`src/rtl/mips_pkg.sv`:
```
// Shared MIPS data-path definitions: access-size encodings, store-buffer entry
// layout and the byte-lane helpers used by the load/store unit.
package mips_pkg;

    typedef enum logic [1:0] {
        SZ_BYTE = 2'd0,
        SZ_HALF = 2'd1,
        SZ_WORD = 2'd2,
        SZ_ILL  = 2'd3
    } size_t;

    typedef struct packed {
        logic [29:0] addr;
        logic [3:0]  mask;
        logic [31:0] data;
    } sb_entry_t;

    // The illegal size code falls through to the word rules everywhere.
    function automatic logic is_misaligned(input logic [1:0] size, input logic [1:0] off);
        case (size)
            SZ_BYTE: return 1'b0;
            SZ_HALF: return off[0];
            default: return off != 2'b00;
        endcase
    endfunction

    function automatic logic [3:0] byte_mask(input logic [1:0] size, input logic [1:0] off);
        case (size)
            SZ_BYTE: return 4'b0001 << off;
            SZ_HALF: return 4'b0011 << off;
            default: return 4'b1111;
        endcase
    endfunction

    function automatic logic [31:0] mask_bits(input logic [3:0] mask);
        logic [31:0] bits;
        for (int k = 0; k < 4; k++) begin
            bits[8*k +: 8] = {8{mask[k]}};
        end
        return bits;
    endfunction

    function automatic logic [31:0] extend_load(input logic [31:0] word, input logic [1:0] size,
                                                input logic [1:0] off, input logic uns);
        logic [31:0] shifted;
        shifted = word >> {off, 3'b000};
        case (size)
            SZ_BYTE: return {{24{~uns & shifted[7]}}, shifted[7:0]};
            SZ_HALF: return {{16{~uns & shifted[15]}}, shifted[15:0]};
            default: return word;
        endcase
    endfunction

endpackage

```
`src/rtl/sb_fifo.sv`:
```
// In-order store buffer: circular FIFO of store entries, presented oldest-first,
// with a per-entry word-address compare against the current load address.
module sb_fifo
    import mips_pkg::*;
#(
    parameter int DEPTH = 4
) (
    input  logic             clk,
    input  logic             reset,
    input  logic             push,
    input  sb_entry_t        push_entry,
    input  logic             pop,
    input  logic [29:0]      query_addr,
    output sb_entry_t        entries [DEPTH],
    output logic [DEPTH-1:0] hit_vec,
    output logic             full,
    output logic             empty
);
    localparam int PW = $clog2(DEPTH);

    sb_entry_t     slot_reg [DEPTH];
    logic [PW-1:0] rd_ptr_reg;
    logic [PW-1:0] wr_ptr_reg;
    logic [PW:0]   count_reg;

    always_ff @(posedge clk) begin
        if (reset) begin
            rd_ptr_reg <= '0;
            wr_ptr_reg <= '0;
            count_reg  <= '0;
        end else begin
            if (push) begin
                slot_reg[wr_ptr_reg] <= push_entry;
                wr_ptr_reg           <= wr_ptr_reg + 1'b1;
            end
            if (pop) begin
                rd_ptr_reg <= rd_ptr_reg + 1'b1;
            end
            count_reg <= count_reg + (PW+1)'(push) - (PW+1)'(pop);
        end
    end

    // Index 0 is always the head, so callers see entries in age order.
    generate
        for (genvar gi = 0; gi < DEPTH; gi++) begin : g_age
            logic [PW-1:0] idx;
            assign idx          = rd_ptr_reg + PW'(gi);
            assign entries[gi]  = slot_reg[idx];
            assign hit_vec[gi]  = ((PW+1)'(gi) < count_reg) && (slot_reg[idx].addr == query_addr);
        end
    endgenerate

    assign full  = count_reg == (PW+1)'(DEPTH);
    assign empty = count_reg == '0;

endmodule

```
`src/rtl/mem_lsu.sv`:
```
// MEM-stage load/store unit with a buffered, read-modify-write store path.
// Define LSU_FORWARD_EN to forward buffered store bytes to hitting loads instead of stalling.
module mem_lsu
    import mips_pkg::*;
#(
    parameter int SB_DEPTH = 4
) (
    input  logic        clk,
    input  logic        reset,
    input  logic        req_valid,
    input  logic        req_we,
    input  logic [1:0]  req_size,
    input  logic        req_unsigned,
    input  logic [31:0] req_addr,
    input  logic [31:0] req_wdata,
    output logic        req_ready,
    output logic [31:0] load_data,
    output logic        misalign_err,
    input  logic        drain,
    output logic        sb_empty,
    output logic        mem_we,
    output logic [31:0] mem_a,
    output logic [31:0] mem_wd,
    input  logic [31:0] mem_rd
);
    sb_entry_t             sb_entries [SB_DEPTH];
    sb_entry_t             head;
    sb_entry_t             push_entry;
    logic [SB_DEPTH-1:0]   hit_vec;
    logic                  sb_full;
    logic                  push;
    logic                  pop;
    logic [1:0]            off;
    logic                  misaligned;
    logic                  is_load;
    logic                  is_store;
    logic                  load_ok;
    logic                  load_accept;
    logic [31:0]           head_bits;
    logic [31:0]           load_word;

    assign off        = req_addr[1:0];
    assign misaligned = is_misaligned(req_size, off);
    assign is_load    = req_valid & ~req_we;
    assign is_store   = req_valid & req_we;

`ifdef LSU_FORWARD_EN
    assign load_ok = ~drain;
`else
    assign load_ok = ~drain & ~(|hit_vec);
`endif

    // Reset gating keeps the port quiet so buffered stores are discarded, not written.
    assign load_accept  = ~reset & is_load & load_ok;
    assign req_ready    = ~reset & (req_we | load_ok);
    assign misalign_err = (load_accept | (~reset & is_store)) & misaligned;

    assign head = sb_entries[0];
    assign pop  = ~reset & ~load_accept & ~sb_empty;
    assign push = ~reset & is_store & ~misaligned & (~sb_full | pop);

    assign push_entry = '{addr: req_addr[31:2],
                          mask: byte_mask(req_size, off),
                          data: req_wdata << {off, 3'b000}};

    sb_fifo #(
        .DEPTH(SB_DEPTH)
    ) u_sb_fifo (
        .clk        (clk),
        .reset      (reset),
        .push       (push),
        .push_entry (push_entry),
        .pop        (pop),
        .query_addr (req_addr[31:2]),
        .entries    (sb_entries),
        .hit_vec    (hit_vec),
        .full       (sb_full),
        .empty      (sb_empty)
    );

    assign head_bits = mask_bits(head.mask);
    assign mem_we    = pop;
    assign mem_a     = load_accept ? {req_addr[31:2], 2'b00} : {head.addr, 2'b00};
    assign mem_wd    = (mem_rd & ~head_bits) | (head.data & head_bits);

`ifdef LSU_FORWARD_EN
    // Oldest to youngest so the youngest store wins each byte lane.
    always_comb begin
        load_word = mem_rd;
        for (int i = 0; i < SB_DEPTH; i++) begin
            if (hit_vec[i]) begin
                load_word = (load_word & ~mask_bits(sb_entries[i].mask))
                          | (sb_entries[i].data & mask_bits(sb_entries[i].mask));
            end
        end
    end
`else
    assign load_word = mem_rd;
`endif

    assign load_data = (load_accept & ~misaligned)
                     ? extend_load(load_word, req_size, off, req_unsigned) : 32'h0;

endmodule

```
`config.mk`:
```
export PLATFORM = sky130hd
export DESIGN_NAME = mem_lsu
export DESIGN_NICKNAME = d
export VERILOG_FILES = /design/src/rtl/mips_pkg.sv /design/src/rtl/sb_fifo.sv /design/src/rtl/mem_lsu.sv
export SDC_FILE = /design/constraint.sdc
export NUM_CORES = 1
export LEC_CHECK = 0
export CAP_MARGIN = 20
export CORE_MARGIN = 2
export CORE_UTILIZATION = 58
export CTS_BUF_LIST = sky130_fd_sc_hd__clkbuf_16
export CTS_CLUSTER_SIZE = 24
export DETAILED_ROUTE_END_ITERATION = 8
export HOLD_SLACK_MARGIN = 0.03
export PLACE_DENSITY = 0.86
export SYNTH_ARGS = -nofsm -noshare
export SYNTH_HDL_FRONTEND = slang
export SYNTH_HIERARCHICAL = 1
export SYNTH_SLANG_ARGS = --single-unit
```
`constraint.sdc`:
```
create_clock -name clk -period 6.06 [get_ports clk]
set_input_delay 0.606 -clock clk [delete_from_list [all_inputs] [get_ports clk]]
set_output_delay 0.606 -clock clk [all_outputs]
set_load 0.02 [all_outputs]
```
==> results list, run 1 <==
- Combinational cells account for 38.6% of the total power.
* Die X: 170 microns
- Pin placement for this block handled 204 I/O pins.
- The number of antenna violations at the first check in global routing was 3.
- Switching share of power: 32.9%
- Summing over every cut layer, the via total after detailed routing is 11.5k.
- Total standard cell area after synthesis: 16000 sq um
- The initialized floorplan defines 60 standard-cell rows.
* Buffer cell driving the clock tree root: clkbuf_16
* Post-placement worst setup slack: 0.815 ns
- Worst slew margin relative to its limit: 29.1%
* Power, Total: 0.00656 W
- The number of clock buffers added by TritonCTS is 29.
- Setup slack on the worst reg-to-reg path comes out at 0.90 ns.
- The clock network burns 27.2% of the power.
* NetSw: 0.00216 W
- Largest net degree at the start of global routing: 53
- Worst Min Path Start: u_sb_fifo/wr_ptr_reg[0]
- LEAKAGE: 6.22 nW
- Final core utilization: 71.2%
- Routed vias/inst: 6.85
* Die Outline Area: 29000 sq um
- Walking the worst path, the cells encountered are buf_12 > mux2i_1 > o2bb2ai_1 > o32a_1 > a2111oi_1 > nand4_1 > nor4b_2 > nor4_4 > nand4_2 > buf_4 > mux2_2 > clkdlybuf4s50_1.
- The worst hold path passes through 2 cells.
* Post-Route Setup TNS: 0 ns
- In this run the critical register-to-register path is launched from u_sb_fifo/rd_ptr_reg[0].
- Max Cap Violations: 0
* Total power per unit cell area: 341 nW/um^2
- The average instance in the mapped netlist occupies 14.0 sq um.
* Setup repair after global routing missed its margin: false
- In this run the worst path has a maximum fanout of 50.
- Outcome: finished, final reports clean
- Final period util: 93.4%
* RR Endpoint: u_sb_fifo/slot_reg[2][65]
- The net count of the finished layout is 1427.
- Relative to the synthesized area, the layout overhead comes to 19.9%.
- Data required time at the worst endpoint: 5.45 ns
- Setup violations remaining at the end of the flow were counted as 0.
- Once detail routing completed, the nets flagged for antenna violations numbered 0.
* Slew Limit Fails: 0
* Hold buffer count at CTS: 0
* Count of unresolved DRC violations after routing: 0
* Initial drt markers: 1450
* Average detailed-routed wire length per instance: 27.5 microns
* Clock edge transition at the registers on the reported setup and hold paths: 0.06 ns
- Total GRT Usage: 31.8%
* Total placed cells including tap cells: 1624
- The die is 170 microns tall.
* Count of instances resized after the clock tree is built: 0
- Of the cells placed in the final design, the portion with a size suffix greater than 1 is 20.9%.
* Crit path kind: reg2out
- Stage delay of the slowest cell on the critical path: 0.54 ns
- Leaving out filler cells and counting taps, the final layout contains 1679.
- Final worst-path setup slack: 0.403 ns
- Counting along the longest clock path gives a buffer depth of 3.
- Worst-Skew Late Latency: 0.57 ns
* Clock Sinks: 273
- The total overflow left after global routing is 0.
* Synthesized instance count: 1149
- Internal: 0.00440 W
- Arrival time at the worst endpoint: 5.05 ns
- The clock arrives with 0.0126 ns of skew.
- # port buffers: 201
- CTS tree: yes
* Fmax: 177 MHz
- First-pass iteration count of the detailed router: 6
- The initial utilization of the core area, before any placement, comes to 59.3%.
- For this block, the routed nets add up to 46200 microns of wire.
* GP Congestion: 1.03
- Seq pwr share: 34.2%
- Number of flip-flops under the largest register name: 264
* Filler Cells Inserted: 1699
* CP max-delay cell: clkdlybuf4s50_1
* Worst Reg-to-Reg Cells: 14
* Hold worst-path end: u_sb_fifo/wr_ptr_reg[0]
- The number of hold violations in the final report came to 0.
- Number of global-route vias before repair: 11.3k
- In this run the post-CTS setup repair buffer count came out at 0.
- Detailed-placement wirelength estimate: 32700 microns
- Core Box Area: 27000 sq um
- IR analysis of the VDD net gives a maximum drop of 0.000249 V.
- Worst slew pin tran: 1.06 ns
- Hold Path Class: reg2reg
* Element type at the critical path start: flip-flop
- Wire length of the first global-routing pass: 68600 microns
- Yosys warning count: 6
- The worst path in the final design needs a cycle of 5.66 ns, including I/O delays and setup.
- Worst setup EP type: primary output
- In this run the number of H-tree levels came out at 1.
power by group through the flow:
stage | registers, W | logic [W] | clock network (W)
4_1_cts | 0.00225 | 0.00250 | 0.00180
3_3_place_gp | 0.00228 | 0.00246 | 0
3_5_place_dp | 0.00229 | 0.00248 | 0
2_1_floorplan | 0.00215 | 0.00187 | 0
5_1_grt | 0.00226 | 0.00264 | 0.00186
6_report | 0.00225 | 0.00253 | 0.00178
area by class of cell:
cell class              count  area, sq um  share of cell area (%)
flip-flops and latches    273         8120                    42.2
multi-input cells         752         7280                    37.9
repair buffers            228         2320                    12.0
clock buffers              29          726                    3.77
well taps                 341          427                    2.22
clock inverters            25          244                    1.27
inverters                  30          113                   0.585
diodes                      1         2.50                  0.0130
through the flow:
stage / area, sq um / hold WS (ns)
floorplan: 16000 / 0.514
global placement: 18300 / 0.540
detailed placement: 18300 / 0.567
CTS: 19200 / 0.581
global route: 19200 / 0.617
finish: 19200 / 0.574
placed cells by master, fill, tap and decap left out, types with 5 or more instances in the layout:
| cell type | n |
|---|---|
| edfxtp_1 | 264 |
| clkdlybuf4s50_1 | 199 |
| mux4_2 | 99 |
| mux2i_1 | 92 |
| mux2_2 | 79 |
| xnor2_1 | 65 |
| nor2_1 | 57 |
| a21oi_1 | 57 |
| nand2_1 | 44 |
| inv_1 | 33 |
| o21ai_0 | 32 |
| xor2_1 | 30 |
| clkbuf_16 | 29 |
| buf_4 | 18 |
| nor2b_1 | 13 |
| a211oi_1 | 13 |
| nand4_1 | 13 |
| o22ai_1 | 13 |
| nor4_1 | 12 |
| and2_1 | 10 |
| nand2b_1 | 9 |
| nand3_1 | 9 |
| buf_12 | 9 |
| nor3_1 | 8 |
| a222oi_1 | 8 |
| ha_1 | 8 |
| clkinv_1 | 7 |
| a211oi_2 | 6 |
| clkinv_2 | 5 |
| a22oi_1 | 5 |
| dfxtp_1 | 5 |
how the worst max path moves through the flow:
| stage | cells past startpoint | end | slack, ns | start |
|---|---|---|---|---|
| 4_1_cts | 10 | mem_a[27] | 0.44 | flip-flop |
| 3_3_place_gp | 12 | mem_a[27] | 0.91 | req_addr[3] |
| 5_1_grt | 11 | load_data[17] | 0.08 | flip-flop |
| 3_5_place_dp | 12 | mem_a[27] | 0.82 | req_addr[3] |
| 2_1_floorplan | 16 | u_sb_fifo/slot_reg[0][0] | 0.47 | u_sb_fifo/rd_ptr_reg[0] |
| 6_report | 12 | mem_a[27] | 0.40 | u_sb_fifo/rd_ptr_reg[0] |
routing by layer:
| layer | vias to the layer above | track usage (%) | share of wire, % |
|---|---|---|---|
| met5 | - | 0 | 0.058 |
| met4 | 4 | 11.7 | 4.0 |
| met3 | 135 | 5.51 | 10 |
| met2 | 781 | 51.9 | 48 |
| met1 | 5732 | 43.3 | 37 |
| li1 | 4845 | - | - |
critical path, delay by kind of cell, from the launching register on:
family          cells  cell delay (ns)
mux                 2             0.90
buf+inv             3             1.17
simple gates        4             0.97
compound gates      3             0.85
flops               1             0.53
Power figures use the tool's default switching activity.
==> inputs of run 2 (changes only) <==
- CORE_UTILIZATION: 58 -> 59
- CTS_BUF_LIST: sky130_fd_sc_hd__clkbuf_16 -> unset
- PLACE_DENSITY: 0.86 -> 0.87
- clock period: 6.06 -> 7 ns (I/O delays scaled with it)
==> run 2 against run 1 <==
  * Via count grew 0.21%
  * First-iteration DRC count grew 13%
  * Sequential share of layout area grew 0.15 points
  * Clock skew grew 0.014 ns
  * Sequential cell count is the same
  * Sequential power shrank 13%
  * Hold slack lost 0.0046 ns
  * Wire length grew 2.0%
  * Combinational power shrank 13%
  * Cell count shrank 0.42%
  * Setup slack gained 0.37 ns
  * Non-clock buffer count shrank 4
  * Critical endpoint is now load_data[31]
  * Highest routed layer is now met4
==> results list, run 2 (synthesis gave the netlist of run 1 again) <==
- Wire length of the first global-routing pass: 69900 microns
- The number of gates resized after CTS was 0.
- The detailed router placed 11.5k vias in this run.
- Antenna-violating nets left: 0
* CP max-delay cell: dfxtp_4
* Clock Sinks: 273
* Area used by multi-input combinational logic: 7280 sq um
- Largest net degree at the start of global routing: 58
- Proportion of power drawn by combinational gates: 38.3%
- For this block, the initial DRC count from the detailed router was 1640.
- Once the clock tree was built, the setup fixing pass inserted 0 buffers.
- Data required time at the worst endpoint: 6.30 ns
* GP Congestion: 1.04
- NetSw: 0.00188 W
- In this design, the critical path's most frequently occurring cell is buf_4.
- The tool flagged a number of max-cap violations equal to 0.
* Post-placement worst setup slack: 1.19 ns
* Overall die height: 169 microns
- Crit path kind: reg2out
- Arrival time at the worst endpoint: 5.53 ns
* Post-Route WL: 47100 microns
* Total GRT Usage: 32.7%
- The internal power of the cells totals 0.00385 W.
- The first detailed-routing pass took 8 iterations.
- In this run the worst path has a maximum fanout of 32.
- 204 I/O pins were placed.
- Number of flip-flops under the largest register name: 264
- Post-route clock skew: 0.0267 ns
- Core Box Area: 26800 sq um
- Launching element of the worst setup path: u_sb_fifo/rd_ptr_reg[0]
- Initial standard-cell utilization of the core: 59.8%
- CTS built an H-tree with a depth of 1.
- The final count of pins violating max slew was 0.
- TritonCTS built the clock tree.
- The worst setup path is launched from a flip-flop.
* Hold Path Class: reg2reg
* Buffer cell driving the clock tree root: clkbuf_16
- The die is 169 microns wide.
- Cells with a size suffix above 1 make up 21.0% of the layout.
- VDD sags by at most 0.000221 V.
* # port buffers: 201
* Worst setup EP type: primary output
* Clock edge transition at the registers on the reported setup and hold paths: 0.07 ns
- Count of unresolved DRC violations after routing: 0
- Total power per unit cell area: 299 nW/um^2
* Diode insertion count for antenna repair: 0
- The startpoint identified for the worst register-to-register timing path is u_sb_fifo/rd_ptr_reg[0].
- Post-Route Setup TNS: 0 ns
- The net count of the finished layout is 1422.
- Area of all sequential standard cells: 8120 sq um
- Final period util: 88.9%
* Final worst-path setup slack: 0.774 ns
* Final hold violation count: 0
- Net switching is 32.9% of the power.
* Overall overflow remaining after global route: 0
- Fmax: 161 MHz
* Number of failing setup endpoints in the final timing report: 0
* Filler Cells Inserted: 1695
- Die Outline Area: 28500 sq um
- The share of total power dissipated in the clock network is 27.6%.
- Worst slew pin tran: 1.15 ns
* Clock Tree Buf Depth: 3
- Leaving out fill and tap cells, the most frequent cell in the layout is edfxtp_1.
- Stage delay of the slowest cell on the critical path: 0.68 ns
- Once layout is done, the placed cells without fillers occupy 19200 sq um.
- Setup repair after global routing left no endpoint under its margin.
- The via count of the first global-routing pass is 11.2k.
- Worst slew margin relative to its limit: 22.8%
* Number of CTS-inserted buffers: 28
- Summed over all nets, the half-perimeter wirelength after detailed placement is 33000 microns.
- Using the TritonRoute via totals, the vias-per-cell ratio works out to 6.89.
- The number of antenna violations at the first check in global routing was 0.
- In this run the most critical hold path is launched from u_sb_fifo/wr_ptr_reg[0].
* Ordered cell list for the critical path: buf_4 > buf_4 > mux2i_2 > o21ai_0 > o32a_1 > a2111oi_1 > nand4_1 > nor4b_2 > nor4_4 > nand4_2 > buf_4 > or2_1 > buf_4 > a21oi_1 > clkdlybuf4s50_1
* Outcome: finished, final reports clean
- Area added between synthesis and finish: 19.5%
* LEAKAGE: 6.19 nW
- Buffers inserted to repair hold after CTS numbered 0.
- Commonest cells after routing, fill and taps aside: edfxtp_1 (264), clkdlybuf4s50_1 (199), mux4_2 (99)
- Dividing the detail-routed wire length by the instance count gives 28.2 microns.
- Cell Rows: 60
- Seq pwr share: 34.1%
* Cell area after placement: 18200 sq um
- After layout, the minimum clock period comes to 6.23 ns.
- The later pin in the worst-skew pair is clocked with a latency of 0.55 ns.
## run 2: changes by cell type in the layout (fill, tap and decap cells not counted), sizes merged
cell      previous run  this run
buf                 29        25
clkinvlp             2         3
clkbuf              29        31
inv                 35        32
bufinv               4         5
clkinv              14        11
diode                1         0
## run 2: through the flow
step / std cells / utilization, % / hold WS [ns] / total power (W)
finish: 1672 / 71.5 / 0.570 / 0.00573
detailed placement: 1620 / 67.8 / 0.551 / 0.00414
floorplan: 1150 / - / 0.514 / 0.00349
CTS: 1672 / 71.5 / 0.562 / 0.00572
global route: 1672 / 71.5 / 0.612 / 0.00591
global placement: 1620 / 67.8 / 0.532 / 0.00413
## run 2: final timing paths
| kind | to | cells past startpoint | slack, ns |
|---|---|---|---|
| hold / removal | u_sb_fifo/wr_ptr_reg[0] | 2 | 0.57 |
| setup reg to reg | u_sb_fifo/slot_reg[3][38] | 15 | 1.16 |
| hold reg to reg | u_sb_fifo/wr_ptr_reg[0] | 2 | 0.57 |
| setup / recovery | load_data[31] | 15 | 0.77 |
## run 2: critical path, delay by kind of cell (launching register included)
family	cells	cell delay, ns
AND/OR/NAND/NOR	5	1.13
multiplexers	1	0.47
AO/OA/AOI/OAI	4	0.68
flip-flops	1	0.68
buffers and inverters	5	1.97
## run 2: area by class of cell
cell class | count | share of cell area, %
sequential | 273 | 42.4
inverter | 30 | 0.588
timing repair buffer | 224 | 11.7
tap | 341 | 2.23
multi-input combinational | 752 | 38.0
clock buffer | 31 | 3.83
clock inverter | 21 | 1.31
## run 2: power groups by stage
stage | logic (W) | clock network [W] | registers [W]
2_1_floorplan | 0.00162 | 0 | 0.00186
3_3_place_gp | 0.00214 | 0 | 0.00199
3_5_place_dp | 0.00215 | 0 | 0.00199
4_1_cts | 0.00217 | 0.00159 | 0.00196
5_1_grt | 0.00230 | 0.00165 | 0.00197
6_report | 0.00219 | 0.00158 | 0.00195
## run 2: routing by layer
metal  track usage [%]  up-vias  routed length, microns
li1                  -     4824                       -
met2              55.0      848                   23300
met4              9.48        0                    1400
met3              5.03       99                    4530
met5                 0        -                       0
met1              44.7     5750                   17900
